`src/rtl/pcs_receive.sv`:
```
// PCS receive stage for 1000BASE-X.
// Takes the Synchronizer's SUDI stream (rx_even plus a 10-bit code group), tracks
// idle / start / end / carrier-extend ordered sets, decodes 8b/10b data groups
// and drives a registered GMII-style receive interface toward the MAC.
// Every output is registered, so each code group shows up on RXD/RX_DV/RX_ER
// exactly one rx_clk after it is presented.
module pcs_receive #(
    parameter logic [7:0] PREAMBLE_BYTE = 8'h55,
    parameter bit         ER_ON_INVALID = 1'b1
) (
    input  logic       rx_clk,
    input  logic       reset,
    input  logic       sync_status,
    input  logic       rx_even,
    input  logic [9:0] rx_code_group,
    output logic [7:0] RXD,
    output logic       RX_DV,
    output logic       RX_ER,
    output logic       receiving
);

    // Special code groups, listed as {RD- form, RD+ form}; disparity is ignored.
    localparam logic [9:0] K28_5_NEG = 10'h0FA;
    localparam logic [9:0] K28_5_POS = 10'h305;
    localparam logic [9:0] K27_7_NEG = 10'h368;
    localparam logic [9:0] K27_7_POS = 10'h097;
    localparam logic [9:0] K29_7_NEG = 10'h2E8;
    localparam logic [9:0] K29_7_POS = 10'h117;
    localparam logic [9:0] K23_7_NEG = 10'h3A8;
    localparam logic [9:0] K23_7_POS = 10'h057;
    localparam logic [9:0] D16_2_POS = 10'h245;
    localparam logic [9:0] D16_2_NEG = 10'h1B5;
    localparam logic [9:0] D5_6      = 10'h296;

    // Carrier extend is reported as RXD=0x0F together with RX_ER and no RX_DV.
    localparam logic [7:0] CARRIER_EXTEND = 8'h0F;

    typedef enum logic [2:0] {
        LINK_FAILED,
        WAIT_FOR_K,
        RX_K,
        IDLE_D,
        RECEIVE,
        TRR
    } state_t;

    state_t     state;
    state_t     state_next;

    logic [7:0] rxd_next;
    logic       rx_dv_next;
    logic       rx_er_next;
    logic       receiving_next;

    logic       is_comma;
    logic       is_start;
    logic       is_terminate;
    logic       is_carrier_ext;
    logic       is_idle_data;
    logic [5:0] dec_6b;
    logic [3:0] dec_4b;
    logic       data_valid;
    logic [7:0] data_byte;

    // 5b/6b sub-block decode: returns {valid, EDCBA}. Both disparity forms of
    // every data sub-block are listed; K28's 001111/110000 are deliberately
    // absent, so they come back invalid when seen as data.
    function automatic logic [5:0] decode_6b(input logic [5:0] abcdei);
        logic [5:0] result;
        case (abcdei)
            6'b100111, 6'b011000: result = {1'b1, 5'd0};
            6'b011101, 6'b100010: result = {1'b1, 5'd1};
            6'b101101, 6'b010010: result = {1'b1, 5'd2};
            6'b110001:            result = {1'b1, 5'd3};
            6'b110101, 6'b001010: result = {1'b1, 5'd4};
            6'b101001:            result = {1'b1, 5'd5};
            6'b011001:            result = {1'b1, 5'd6};
            6'b111000, 6'b000111: result = {1'b1, 5'd7};
            6'b111001, 6'b000110: result = {1'b1, 5'd8};
            6'b100101:            result = {1'b1, 5'd9};
            6'b010101:            result = {1'b1, 5'd10};
            6'b110100:            result = {1'b1, 5'd11};
            6'b001101:            result = {1'b1, 5'd12};
            6'b101100:            result = {1'b1, 5'd13};
            6'b011100:            result = {1'b1, 5'd14};
            6'b010111, 6'b101000: result = {1'b1, 5'd15};
            6'b011011, 6'b100100: result = {1'b1, 5'd16};
            6'b100011:            result = {1'b1, 5'd17};
            6'b010011:            result = {1'b1, 5'd18};
            6'b110010:            result = {1'b1, 5'd19};
            6'b001011:            result = {1'b1, 5'd20};
            6'b101010:            result = {1'b1, 5'd21};
            6'b011010:            result = {1'b1, 5'd22};
            6'b111010, 6'b000101: result = {1'b1, 5'd23};
            6'b110011, 6'b001100: result = {1'b1, 5'd24};
            6'b100110:            result = {1'b1, 5'd25};
            6'b010110:            result = {1'b1, 5'd26};
            6'b110110, 6'b001001: result = {1'b1, 5'd27};
            6'b001110:            result = {1'b1, 5'd28};
            6'b101110, 6'b010001: result = {1'b1, 5'd29};
            6'b011110, 6'b100001: result = {1'b1, 5'd30};
            6'b101011, 6'b010100: result = {1'b1, 5'd31};
            default:              result = 6'b000000;
        endcase
        return result;
    endfunction

    // 3b/4b sub-block decode: returns {valid, HGF}. Both the primary x.7 and
    // the alternate A7 forms decode to 7; only 0000 and 1111 are invalid.
    function automatic logic [3:0] decode_4b(input logic [3:0] fghj);
        logic [3:0] result;
        case (fghj)
            4'b1011, 4'b0100:                   result = {1'b1, 3'd0};
            4'b1001:                            result = {1'b1, 3'd1};
            4'b0101:                            result = {1'b1, 3'd2};
            4'b1100, 4'b0011:                   result = {1'b1, 3'd3};
            4'b1101, 4'b0010:                   result = {1'b1, 3'd4};
            4'b1010:                            result = {1'b1, 3'd5};
            4'b0110:                            result = {1'b1, 3'd6};
            4'b1110, 4'b0001, 4'b0111, 4'b1000: result = {1'b1, 3'd7};
            default:                            result = 4'b0000;
        endcase
        return result;
    endfunction

    // Classify the incoming code group; the ordered-set matches take priority
    // over data decode because /S/, /T/ and /R/ also look like legal data.
    always_comb begin
        is_comma       = (rx_code_group == K28_5_NEG) || (rx_code_group == K28_5_POS);
        is_start       = (rx_code_group == K27_7_NEG) || (rx_code_group == K27_7_POS);
        is_terminate   = (rx_code_group == K29_7_NEG) || (rx_code_group == K29_7_POS);
        is_carrier_ext = (rx_code_group == K23_7_NEG) || (rx_code_group == K23_7_POS);
        is_idle_data   = (rx_code_group == D16_2_POS) || (rx_code_group == D16_2_NEG) ||
                         (rx_code_group == D5_6);
        dec_6b         = decode_6b(rx_code_group[9:4]);
        dec_4b         = decode_4b(rx_code_group[3:0]);
        data_valid     = dec_6b[5] && dec_4b[3];
        data_byte      = {dec_4b[2:0], dec_6b[4:0]};
    end

    // Next-state and next-output logic; loss of sync overrides everything.
    always_comb begin
        state_next     = state;
        rxd_next       = 8'h00;
        rx_dv_next     = 1'b0;
        rx_er_next     = 1'b0;
        receiving_next = 1'b0;

        if (!sync_status) begin
            state_next = LINK_FAILED;
        end else begin
            case (state)
                LINK_FAILED: begin
                    state_next = WAIT_FOR_K;
                end

                WAIT_FOR_K: begin
                    if (is_comma && rx_even) begin
                        state_next = RX_K;
                    end
                end

                RX_K: begin
                    if (is_idle_data) begin
                        state_next = IDLE_D;
                    end else begin
                        state_next = WAIT_FOR_K;
                    end
                end

                IDLE_D: begin
                    if (is_comma && rx_even) begin
                        state_next = RX_K;
                    end else if (is_start) begin
                        state_next     = RECEIVE;
                        rxd_next       = PREAMBLE_BYTE;
                        rx_dv_next     = 1'b1;
                        receiving_next = 1'b1;
                    end else begin
                        state_next = WAIT_FOR_K;
                    end
                end

                RECEIVE: begin
                    if (is_terminate) begin
                        state_next = TRR;
                    end else if (is_comma) begin
                        state_next = RX_K;
                        rx_er_next = 1'b1;
                    end else if (is_start || is_carrier_ext || !data_valid) begin
                        rx_dv_next     = 1'b1;
                        rx_er_next     = ER_ON_INVALID;
                        receiving_next = 1'b1;
                    end else begin
                        rxd_next       = data_byte;
                        rx_dv_next     = 1'b1;
                        receiving_next = 1'b1;
                    end
                end

                TRR: begin
                    if (is_carrier_ext) begin
                        rxd_next   = CARRIER_EXTEND;
                        rx_er_next = 1'b1;
                    end else if (is_comma && rx_even) begin
                        state_next = RX_K;
                    end else begin
                        state_next = WAIT_FOR_K;
                    end
                end

                default: begin
                    state_next = LINK_FAILED;
                end
            endcase
        end
    end

    // State and output registers, cleared asynchronously by reset.
    always_ff @(posedge rx_clk or negedge reset) begin
        if (!reset) begin
            state     <= LINK_FAILED;
            RXD       <= 8'h00;
            RX_DV     <= 1'b0;
            RX_ER     <= 1'b0;
            receiving <= 1'b0;
        end else begin
            state     <= state_next;
            RXD       <= rxd_next;
            RX_DV     <= rx_dv_next;
            RX_ER     <= rx_er_next;
            receiving <= receiving_next;
        end
    end

endmodule

```
`config.mk`:
```
export PLATFORM = sky130hd
export DESIGN_NAME = pcs_receive
export DESIGN_NICKNAME = d
export VERILOG_FILES = /design/src/rtl/pcs_receive.sv
export SDC_FILE = /design/constraint.sdc
export NUM_CORES = 1
export LEC_CHECK = 0
export CORE_MARGIN = 2
export CORE_UTILIZATION = 40
export DETAILED_ROUTE_END_ITERATION = 8
export SKIP_LAST_GASP = 1
export SLEW_MARGIN = 20
export SYNTH_ARGS = -nofsm -noshare
export SYNTH_HDL_FRONTEND = slang
export SYNTH_SLANG_ARGS = --single-unit
```
`constraint.sdc`:
```
create_clock -name rx_clk -period 4.45 [get_ports rx_clk]
set_clock_uncertainty 0.05 [all_clocks]
set_input_delay 0.89 -clock rx_clk [delete_from_list [all_inputs] [get_ports rx_clk]]
set_output_delay 0.89 -clock rx_clk [all_outputs]
set_load 0.005 [all_outputs]
```
# [Yosys cells after proc, flatten, opt, wreduce, memory -nomap -nowiden]
# Memory sizes are Yosys's and may differ from the RTL's.
# Cells that the tools add are included.
[totals] input_bits=14 output_inout_bits=11 rom_bits=448 memories=2 ff_bits=13 word_cells=68
[classes] n_eq_ne=19 reduce_logical=13 n_mux=30
[mem_list] memory="(no name shown)" depth=64 width=6 rd=1 rd_ports_with_merged_regs=0 write_ports=0 line_no="70" text="case (abcdei)"
[mem_list] memory="(no name shown)" depth=16 width=4 rd=1 rd_ports_with_merged_regs=0 write_ports=0 line_no="112" text="case (fghj)"
[op_table] cell="== test 10 bit (second input constant)" count=6
[op_table] cell="two-way mux 8 bit" count=4
[op_table] cell="case mux 8 bit (3 select lines)" count=1
[op_table] cell="two-way mux 3 bit" count=7
[op_table] cell="== test 10 x 8 -> 1 bit (second input constant)" count=2
[op_table] cell="== test 10 x 9 -> 1 bit (second input constant)" count=2
[op_table] cell="case mux 3 bit (6 select lines)" count=1
[op_table] cell="two-way mux 7 bit" count=2
[op_table] cell="== test 10 x 7 -> 1 bit (second input constant)" count=1
[op_table] cell="two-way mux 1 bit" count=10
[op_table] cell="logical OR 1 bit" count=8
[op_table] cell="== test 3 x 2 -> 1 bit (second input constant)" count=2
[op_table] cell="== test 3 bit (second input constant)" count=2
[op_table] cell="!= test 3 bit (second input constant)" count=2
[op_table] cell="two-way mux 2 bit" count=2
[op_table] cell="two-way mux 4 bit" count=1
[op_table] cell="!= test 4 bit (second input constant)" count=1
[op_table] cell="case mux 1 bit (2 select lines)" count=2
[op_table] cell="== test 3 x 1 -> 1 bit (second input constant)" count=1
[op_table] cell="logical NOT 3 bit" count=1
[op_table] cell="AND reduction 3 bit" count=1
[op_table] cell="logical AND 1 bit" count=2
[op_table] cell="logical NOT 1 bit" count=1

# [Depth between registers and ports, before layout]
[depth] depth_word=9 ltp_mapped=7 mapped_depth_nobuf=7

# [Worst setup path before layout]
# No wires, ideal clock.
[synth_path] path_kind="input -> register" from="in rx_code_group[0]" to="reg RXD[0]" stages=7 arrival_ns=2.235 required_ns=4.267 n_path_buf=0 setup_ns=0.133 slack_ns=2.032 path_cell_list="inv_1 ha_1 or4bb_1 o22a_1 and3_1 nand3_2 o31ai_1"
[synth_via] elab_chain_len=9 elab_cells_between_ends=26 classes_between="eq/ne: 8; mux: 8; reduce/logical: 9; memory: 1"
[synth_rtl] element="start: declaration" line_no="15" text="input logic [9:0] rx_code_group,"
[synth_rtl] element="memory (16 x 4 bit) (tied with other cells)"
[synth_rtl] element="logical AND 1 bit (tied with other cells)" line_no="137" text="data_valid = dec_6b[5] && dec_4b[3];"
[synth_rtl] element="logical NOT 1 bit or logical OR 1 bit (tied branches)" line_no="190" text="end else if (is_start || is_carrier_ext || !data_valid) begin"
[synth_rtl] element="logical OR 1 bit" line_no="190"
[synth_rtl] element="two-way mux 8 bit" line_no="190"
[synth_rtl] element="two-way mux 8 bit" line_no="187" text="end else if (is_comma) begin"
[synth_rtl] element="two-way mux 8 bit" line_no="185" text="if (is_terminate) begin"
[synth_rtl] element="case mux 8 bit (3 select lines) *" line_no="152" text="case (state)"
[synth_rtl] element="two-way mux 8 bit *" line_no="149" text="if (!sync_status) begin"
[synth_rtl] element="net rxd_next[0]" line_no="50" text="logic [7:0] rxd_next;"
[synth_rtl] element="end signal: assignment" line_no="229" text="RXD <= rxd_next;"
[synth_rtl] element="end: declaration" line_no="16" text="output logic [7:0] RXD,"
# Mark *: on every way through the listed nets, which the timed path passes. The rest lies on a longest branch.
# A chain may end at the register's enable or synchronous reset.

# [Worst setup path in the final report]
[layout_path] from="in rx_code_group[7]" to="reg RXD[4]"
[layout_via] elab_chain_len=9 elab_cells_between_ends=25 classes_between="eq/ne: 8; mux: 7; reduce/logical: 9; memory: 1"
[layout_rtl] element="memory (64 x 6 bit) (tied with other cells)"
[layout_rtl] element="logical AND 1 bit (tied with other cells)" line_no="137"
[layout_rtl] element="logical NOT 1 bit or logical OR 1 bit (tied branches)" line_no="190"
[layout_rtl] element="logical OR 1 bit" line_no="190"
[layout_rtl] element="two-way mux 8 bit" line_no="190"
[layout_rtl] element="two-way mux 8 bit" line_no="187"
[layout_rtl] element="two-way mux 8 bit" line_no="185"
[layout_rtl] element="case mux 8 bit (3 select lines) *" line_no="152"
[layout_rtl] element="two-way mux 8 bit *" line_no="149"
[layout_rtl] element="net rxd_next[4]" line_no="50"
# Marks and branches as above.

==> results.ini <==
[detailed_routing]
vias=1573
wire_per_inst_um=15.11
vias_per_cell=5.936
ant_nets=0
totalWireLength_um=4003
drc_errors=0
drt_pre_antenna_iters=4
dr.first_iter.drc_count=155

[yosys]
synth_seq_cells=13
number_of_distinct_standard_cells_referenced_by_the_synthesized_netlist=52
syn-num-nets=224
synthDominantAreaCellType=sky130_fd_sc_hd__dfrtp_1
postSynthAreaPerCell_um2=7.682
yosysWarningCount=0
ys_top_cells_by_area=sky130_fd_sc_hd__dfrtp_1 21%, sky130_fd_sc_hd__ha_1 8.1%, sky130_fd_sc_hd__o21ai_0 5.5%, sky130_fd_sc_hd__a21oi_1 4.9%, sky130_fd_sc_hd__nand4b_1 4.6%
ys_seq_area_share_pct=21.17
yosys_most_used_dff=sky130_fd_sc_hd__dfrtp_1
synth.cell_area_um2=1536
async_flop_share_pct=100.0
synthDominantCellAreaShare_pct=21.17
synth-edff-count=0
postSynthCellCount=200

[clock_tree]
clkTransAtPathRegs_ns=0.05
cts_num_sinks=13
tritoncts_clock_tree=built
clock_path_buffers=2
h_tree_level_count=1
postCtsSetupBuffers=0
postCtsResizedCells=0
cts_inserted_buffers=3
clockRootBuffer=sky130_fd_sc_hd__clkbuf_8
holdBufCountCts=0
clk_latency_ns=0.24

[placed_design]
numPortBuffers=24
area_after_detailed_placement_um2=1784
dp.cells=261
dp_slack_ns=0.9711
dpl.hpwl_um=3066
gp_routability_congestion=0.9118

[flow_run]
cap_viol_max_count=0

[setup_path]
critical_path_arrival_ns=3.33
cp-startpoint=rx_code_group[7]
timing.reg2reg.worst_path_depth=5
category_of_the_worst_setup_path_capture_point=register
category_of_the_worst_setup_path_launch_point=input pin
timing.critical_path.fanout_max=31
path_class=in -> reg
r2r-start=state[2]$_DFFE_PN0P_
critPathRequiredTime_ns=4.51

[pwr]
p_sw_uw=134.0
powerDensity_nw_per_um2=209.4
power.ir.vdd_worst_v=0.00009678
p_total_uw=383.0
clkPwrFrac_pct=27.1
combinationalPowerShare_pct=36.0
power.share.sequential_pct=36.9
power.internal_uw=249.0
total_leakage_power_nw=0.7109
switching_share_pct=35.00

[cells_and_area]
post-route-cell-area_um2=1829
stdcell_count=265
drive_gt1_share_pct=5.069
antenna_cells=0
area_growth_synth_to_finish_pct=19.06
fillCellCount=376
post_layout_util_pct=49.59
design.final.nets=242

[worst_hold_path]
whs_path_depth=2
hp-start=state[0]$_DFFE_PN0P_
worst_hold_path_class=reg -> reg

[timing]
worst_slack_ns=1.177
max-slew-margin-rel_pct=37.82
layout_worst_path_cycle_share_pct=73.54
hold-worst-slack_ns=0.6705
rsz_0062_raised_after_global_routing=false
drv_slew=0
finalCriticalPeriod_ns=3.273
hold_violations=0
timing.fmax_mhz=305.6
setup_tns_ns=0
timing.final.setup_violations=0
slew_worst_pin_ns=0.9298

[status]
outcome=complete, no violations

[floorplan]
fp.dieW_um=65.98
floorplan.initialDensity_pct=41.66
die_area_um2=4353
placeableCoreArea_um2=3689
ioPinCount=25
die_h_um=65.98
rows=22

[grt]
grt-ovfl-total=0
first_global_vias=1436
grt_start_max_net_pins=32
antenna_found_initial=0
grt.total_usage_pct=20.14
grt_first_pass_wirelength_um=6996

[kinds of logic after synthesis]
| group | share of synthesized area [%] |
|---|---|
| and+or+nand+nor | 30.95 |
| AOI/OAI and AO/OA | 31.60 |
| buffers and inverters | 5.618 |
| DFF | 21.17 |
| adders and majority gates | 8.143 |
| muxes | 1.954 |
| xor gates and xnor gates | 0.5701 |
[critical path, stage by stage]
cell and delay (ns):
sky130_fd_sc_hd__clkdlybuf4s50_1 0.89, sky130_fd_sc_hd__or4b_4 0.76, sky130_fd_sc_hd__o22a_1 0.30, sky130_fd_sc_hd__and3_1 0.23, sky130_fd_sc_hd__nand3_2 0.15, sky130_fd_sc_hd__o31ai_1 0.11
[Yosys cell counts (all sizes together) (2+ instances only)]
library cell,number
a211oi,7
a21boi,3
a21oi,15
a31oi,4
a32o,2
and2b,2
and3,2
and3b,2
buf,7
clkbuf,4
dfrtp,13
ha,10
inv,9
mux2i,3
nand2,16
nand2b,7
nand3,3
nand4b,8
nor2,13
nor2b,6
nor3,5
nor3b,4
o211ai,2
o21ai,20
o22a,2
o22ai,7
o31ai,5
or2,2
or3b,3
[cell usage in the layout, fill, tap and decap left out, types with 3 or more instances in the layout]
master	instances
sky130_fd_sc_hd__clkbuf_8	3
sky130_fd_sc_hd__a211oi_1	6
sky130_fd_sc_hd__clkdlybuf4s50_1	24
sky130_fd_sc_hd__o22ai_1	7
sky130_fd_sc_hd__o31ai_1	5
sky130_fd_sc_hd__dfrtp_1	13
sky130_fd_sc_hd__nor3_1	5
sky130_fd_sc_hd__nand2b_1	7
sky130_fd_sc_hd__a21oi_1	15
sky130_fd_sc_hd__o21ai_1	3
sky130_fd_sc_hd__a31oi_1	4
sky130_fd_sc_hd__nor2_1	13
sky130_fd_sc_hd__ha_1	10
sky130_fd_sc_hd__nand4b_1	8
sky130_fd_sc_hd__nor3b_1	3
sky130_fd_sc_hd__nand2_1	16
sky130_fd_sc_hd__nor2b_1	6
sky130_fd_sc_hd__o21ai_0	17
sky130_fd_sc_hd__mux2i_1	3
sky130_fd_sc_hd__inv_1	9
[final cells by class]
class                      instances  area [µm²]  share of cell area (%)
sequential                        13       325.3                   17.78
timing repair buffer              24       240.2                   13.13
clock buffer                       4       45.04                   2.462
multi-input combinational        167        1125                   61.49
inverter                           9       33.78                   1.847
tap                               48       60.06                   3.283
[sequential cells by signal, summed over array words and instances (netlist names)]
signal	flops
receiving	1
state	3
RX_ER	1
RXD	8
[path summary, 6_finish.rpt]
check / to / slack (ns)
worst max-delay path: RXD[4]$_DFF_PN0_ / 1.18
worst min-delay path: state[1]$_DFFE_PN0P_ / 0.67
worst max register to register: RXD[4]$_DFF_PN0_ / 2.58
worst min register to register: state[1]$_DFFE_PN0P_ / 0.67
max in group asynchronous: RXD[4]$_DFF_PN0_ / 3.04
min in group asynchronous: state[0]$_DFFE_PN0P_ / 0.95
[routing by layer]
layer | track usage (%) | vias to the layer above | wire length (µm)
met4 | 5.867 | 0 | 48
li1 | - | 790 | -
met3 | 1.193 | 5 | 208
met5 | 0 | - | 0
met1 | 28.84 | 731 | 1874
met2 | 32.58 | 47 | 1871
[power by group through the flow]
stage | Sequential, mW | Combinational, mW | Clock, mW
2_1_floorplan | 0.138 | 0.0981 | 0
3_3_place_gp | 0.143 | 0.134 | 0
3_5_place_dp | 0.143 | 0.135 | 0
4_1_cts | 0.141 | 0.137 | 0.104
5_1_grt | 0.144 | 0.155 | 0.110
6_report | 0.141 | 0.138 | 0.104
(Power assumes the default switching activity.)
